## config.mk

```make
export PLATFORM = sky130hd
export DESIGN_NAME = lzc_iter_unit
export DESIGN_NICKNAME = d
export VERILOG_FILES = /design/src/rtl/lzc_pkg.sv /design/src/rtl/lzc_chunk_enc.sv /design/src/rtl/lzc_iter_unit.sv
export SDC_FILE = /design/constraint.sdc
export NUM_CORES = 1
export LEC_CHECK = 0
export ABC_AREA = 1
export CAP_MARGIN = 20
export CORE_ASPECT_RATIO = 1.1
export CORE_UTILIZATION = 53
export DETAILED_ROUTE_END_ITERATION = 10
export PLACE_DENSITY = 0.91
export SYNTH_ARGS = -nofsm -noshare
export SYNTH_HDL_FRONTEND = slang
export SYNTH_SLANG_ARGS = --single-unit
```

## constraint.sdc

```tcl
create_clock -name clk -period 2.35 [get_ports clk]
set_clock_uncertainty 0.1 [all_clocks]
set_input_delay 0.3525 -clock clk [delete_from_list [all_inputs] [get_ports clk]]
set_output_delay 0.3525 -clock clk [all_outputs]
set_load 0.1 [all_outputs]
```

## src/rtl/lzc_pkg.sv

```systemverilog
// lzc_pkg: shared FSM state and mode encodings for the iterative leading-count unit
package lzc_pkg;
  typedef enum logic [1:0] {
    LZC_IDLE = 2'd0,
    LZC_SCAN = 2'd1,
    LZC_DONE = 2'd2
  } lzc_state_e;
  localparam logic LZC_MODE_CLZ = 1'b0;
  localparam logic LZC_MODE_CLO = 1'b1;
endpackage

```

## src/rtl/lzc_chunk_enc.sv

```systemverilog
// lzc_chunk_enc: combinational leading-zero priority encoder for one CHUNK-bit slice
module lzc_chunk_enc #(
  parameter int CHUNK = 8,
  parameter int LZ_W  = $clog2(CHUNK + 1)
) (
  input  logic [CHUNK-1:0] chunk_i,
  output logic [LZ_W-1:0]  lz_o,
  output logic             zero_o
);
  always_comb begin
    lz_o = LZ_W'(CHUNK);
    // ascending scan so the most significant set bit assigns last and wins
    for (int i = 0; i < CHUNK; i++)
      if (chunk_i[i]) lz_o = LZ_W'(CHUNK - 1 - i);
  end
  assign zero_o = ~|chunk_i;
endmodule

```

## src/rtl/lzc_iter_unit.sv

```systemverilog
// lzc_iter_unit: multi-cycle CLZ/CLO counter scanning CHUNK bits per cycle from the MSB
module lzc_iter_unit
  import lzc_pkg::*;
#(
  parameter int WIDTH = 32,
  parameter int CHUNK = 8,
  parameter int RES_W = 32
) (
  input  logic             clk,
  input  logic             rst,
  input  logic             start_i,
  input  logic             mode_i,
  input  logic [WIDTH-1:0] operand_i,
  output logic             busy_o,
  output logic             done_o,
  output logic [RES_W-1:0] result_o
);
  localparam int N    = WIDTH / CHUNK;
  localparam int CW   = $clog2(WIDTH + 1);
  localparam int IW   = (N > 1) ? $clog2(N) : 1;
  localparam int LZ_W = $clog2(CHUNK + 1);
  lzc_state_e       state_q, state_d;
  logic [WIDTH-1:0] sh_q, sh_d;
  logic [CW-1:0]    cnt_q, cnt_d;
  logic [IW-1:0]    idx_q, idx_d;
  logic [RES_W-1:0] res_q, res_d;
  logic [LZ_W-1:0]  lz;
  logic             zero;
  lzc_chunk_enc #(.CHUNK(CHUNK), .LZ_W(LZ_W)) u_enc (
    .chunk_i (sh_q[WIDTH-1 -: CHUNK]),
    .lz_o    (lz),
    .zero_o  (zero)
  );
  always_ff @(posedge clk or posedge rst) begin
    if (rst) begin
      state_q <= LZC_IDLE;
      sh_q    <= '0;
      cnt_q   <= '0;
      idx_q   <= '0;
      res_q   <= '0;
    end else begin
      state_q <= state_d;
      sh_q    <= sh_d;
      cnt_q   <= cnt_d;
      idx_q   <= idx_d;
      res_q   <= res_d;
    end
  end
  always_comb begin
    state_d = state_q;
    sh_d    = sh_q;
    cnt_d   = cnt_q;
    idx_d   = idx_q;
    res_d   = res_q;
    if (state_q == LZC_SCAN) begin
      if (!zero) begin
        res_d   = RES_W'(cnt_q + CW'(lz));
        state_d = LZC_DONE;
      end else if (idx_q == IW'(N - 1)) begin
        res_d   = RES_W'(WIDTH);
        state_d = LZC_DONE;
      end else begin
        cnt_d = cnt_q + CW'(CHUNK);
        sh_d  = sh_q << CHUNK;
        idx_d = idx_q + 1'b1;
      end
    end else if (start_i) begin
      // CLO is CLZ of the complemented operand, so only one encoder is needed
      sh_d    = (mode_i == LZC_MODE_CLO) ? ~operand_i : operand_i;
      cnt_d   = '0;
      idx_d   = '0;
      state_d = LZC_SCAN;
    end else begin
      state_d = LZC_IDLE;
    end
  end
  assign busy_o   = (state_q == LZC_SCAN);
  assign done_o   = (state_q == LZC_DONE);
  assign result_o = res_q;
endmodule

```

==> impl_metrics.env <==
export IMPL_status="finished, violations left"
export IMPL_violations="DRC"
export IMPL_synth_xor_area_share_pct=5.612
export IMPL_worst_path_largest_cell_delay_ns=0.41
export IMPL_syn_avg_cell_area_um2=7.551
export IMPL_die_w_um=71.41
export IMPL_first_pass_iters=10
export IMPL_synth_common_cells="nand2_1 (126), dfrtp_1 (46), nand3_1 (40)"
export IMPL_htreeDepth=2
export IMPL_wl_per_cell_um=12.61
export IMPL_seq_area_um2=1151
export IMPL_synthTopCellsByArea="dfrtp_1 (41%), nand2_1 (17%), buf_4 (7.5%), nand3_1 (7.1%), xnor2_1 (5.3%)"
export IMPL_relSlewSlack_pct=60.73
export IMPL_cts_buffers=5
export IMPL_hold_buffers=0
export IMPL_via_per_inst=5.208
export IMPL_worstHoldPathType="flop to flop"
export IMPL_p_leak_uw=0.001683
export IMPL_clock_tree_root_cell="clkbuf_8"
export IMPL_grt_max_degree=47
export IMPL_synth_top_area_share_pct=40.98
export IMPL_syn_to_final_growth_pct=15.14
export IMPL_period_share_pct=83.48
export IMPL_synth_adder_area_share_pct=1.336
export IMPL_cp_cell_sequence="ha_1, nor2_1, nand2_4, nand2_4, nand2_1, nand2_1"
export IMPL_die_area_um2=5595
export IMPL_worst_pin_slew_ns=0.5891
export IMPL_timing_critical_path_max_delay_family="simple AND/OR/NAND/NOR gates"
export IMPL_synth_top_family_by_area="simple AND/OR/NAND/NOR gates"
export IMPL_grt_pass1_vias=2247
export IMPL_p_per_area_nw_per_um2=931.7
export IMPL_post_place_cells=458
export IMPL_hpwl_um=4025
export IMPL_slowest_stage="dfrtp_1"
export IMPL_port_buffers=44
export IMPL_clk_latency_ns=0.30
export IMPL_yosys_area_top_type="dfrtp_1"
export IMPL_synthMuxAreaShare_pct=0
export IMPL_crit_buf_inv=0
export IMPL_rsz0062_at_grt="no"
export IMPL_overflow=0
export IMPL_pin_count=70
export IMPL_multi_input_area_um2=1353
export IMPL_endpoint_kind="flop"
export IMPL_wl_um=5878
export IMPL_setup_ws_ns=0.3882
export IMPL_cts_tree="built"
export IMPL_path_class="flop to flop"
export IMPL_yosysWarningCount=0
export IMPL_power_total_uw=3014
export IMPL_dr_first_iter_drc_count=210
export IMPL_synth_enable_flop_cells=0
export IMPL_post_cts_buffers=0
export IMPL_cp_data_required_time_ns=2.49
export IMPL_fp_dieH_um=78.36
export IMPL_vias=2427
export IMPL_ir_worst_vdd_mv=0.4679
export IMPL_setup_viol=0
export IMPL_layout_drive_gt1_share_pct=8.333
export IMPL_period_minus_slack_ns=1.962
export IMPL_post_synth_top_count_cell="nand2_1"
export IMPL_synth_compound_area_share_pct=8.552
export IMPL_drv_cap=0
export IMPL_gp_congestion=0.7936
export IMPL_start_kind="flop"
export IMPL_critPathMaxFanout=33
export IMPL_rows=27
export IMPL_synth_async_sr_flop_share_pct=100.0
export IMPL_ant_nets=0
export IMPL_synth_seq_cells=46
export IMPL_clk_pin_slew_ns=0.08
export IMPL_fin_tns_setup_ns=0
export IMPL_antenna_found_initial=0
export IMPL_synth_distinct_cells=24
export IMPL_yosysSeqAreaShare_pct=40.98
export IMPL_diodes=0
export IMPL_cts_resized_gates=0
export IMPL_synth_area_um2=2809
export IMPL_grt_pass1_wl_um=9763
export IMPL_critPathArrivalTime_ns=2.10
export IMPL_start_util_pct=55.43
export IMPL_max_freq_mhz=509.7
export IMPL_drcViolationCount=5
export IMPL_clock_sinks=46
export IMPL_cts_buffer_depth=2
export IMPL_drv_slew=0
export IMPL_synthSimpleGateAreaFrac_pct=29.31
export IMPL_pre_cts_ws_ns=0.4275
export IMPL_fin_cells=466
export IMPL_ys_flop_type="dfrtp_1"
export IMPL_netlist_instances=372
export IMPL_fill_cells=430
export IMPL_core_area_um2=5067
export IMPL_final_hold_violation_count=0
export IMPL_num_nets_final=446
export IMPL_track_usage_pct=22.23
==> per-layer routing <==
layer | up-vias | track usage (%) | share of wire [%]
li1 | 1202 | - | -
met1 | 1139 | 26.04 | 40
met2 | 76 | 40.29 | 54
met3 | 10 | 4.365 | 4.8
met4 | 0 | 7.400 | 1.5
met5 | - | 0 | 0
==> logic make-up after synthesis <==
kind of cell | Yosys count
flip-flops | 46
XOR/XNOR | 18
other | 1
AND/OR/NAND/NOR | 192
buffers and inverters | 66
AO/OA/AOI/OAI | 46
adder cells (fa/ha/maj) | 3
==> path summary, 6_finish.rpt <==
path | startpoint | end | slack [ns] | cells past startpoint
max | idx_q[0] | sh_q[24] | 0.39 | 6
min | result_o[5] | result_o[5] | 0.39 | 2
max reg2reg | idx_q[0] | sh_q[24] | 0.39 | 6
min reg2reg | result_o[5] | result_o[5] | 0.39 | 2
max in group asynchronous | rst | sh_q[22] | 1.36 | 3
min in group asynchronous | rst | sh_q[28] | 0.40 | 3
==> registers in the layout (all words and copies together) (netlist names) <==
register	flops
result_o	7
idx_q	2
cnt_q	3
sh_q	32
state_q	2
==> placed cells by master (no fill, tap or decap), drive strengths merged <==
| cell type | count |
|---|---|
| buf | 16 |
| a21oi | 9 |
| nand3 | 40 |
| xnor2 | 17 |
| xor2 | 1 |
| o21ai | 29 |
| nand4 | 2 |
| nand2 | 131 |
| clkinv | 2 |
| clkdlybuf4s50 | 35 |
| conb | 25 |
| a31oi | 8 |
| ha | 3 |
| nor2 | 18 |
| clkbuf | 7 |
| dfrtp | 46 |
| inv | 18 |
| nor3 | 1 |
==> power by group <==
part	total (µW)	leakage, µW	switching (µW)	internal [µW]
Clock	503	0.0000482	265	238
Combinational	1320	0.00105	946	376
Sequential	1190	0.000588	161	1030
==> worst reg2reg max path, delay by kind of cell, from the launching register on <==
| family | cells | cell delay (ns) |
|---|---|---|
| AND/OR/NAND/NOR | 5 | 1.19 |
| flip-flops | 1 | 0.41 |
| adder cells (fa/ha/maj) | 1 | 0.21 |
==> cell type report <==
type                       count  area share (%)
inverter                      19           2.205
clock inverter                 1          0.1547
tap                           58           2.244
sequential                    46           35.59
clock buffer                   7           2.669
timing repair buffer          51           15.32
multi-input combinational    284           41.82
==> metrics by stage <==
step	utilization, %	cell area [µm²]	hold slack [ns]
detailed placement	62.02	3143	0.3653
finish	63.83	3234	0.3851
global route	63.83	3234	0.4204
global placement	62.02	3143	0.3554
CTS	63.83	3234	0.3860
floorplan	-	2899	0.3550
No activity file was read; power rests on OpenSTA's default activity.
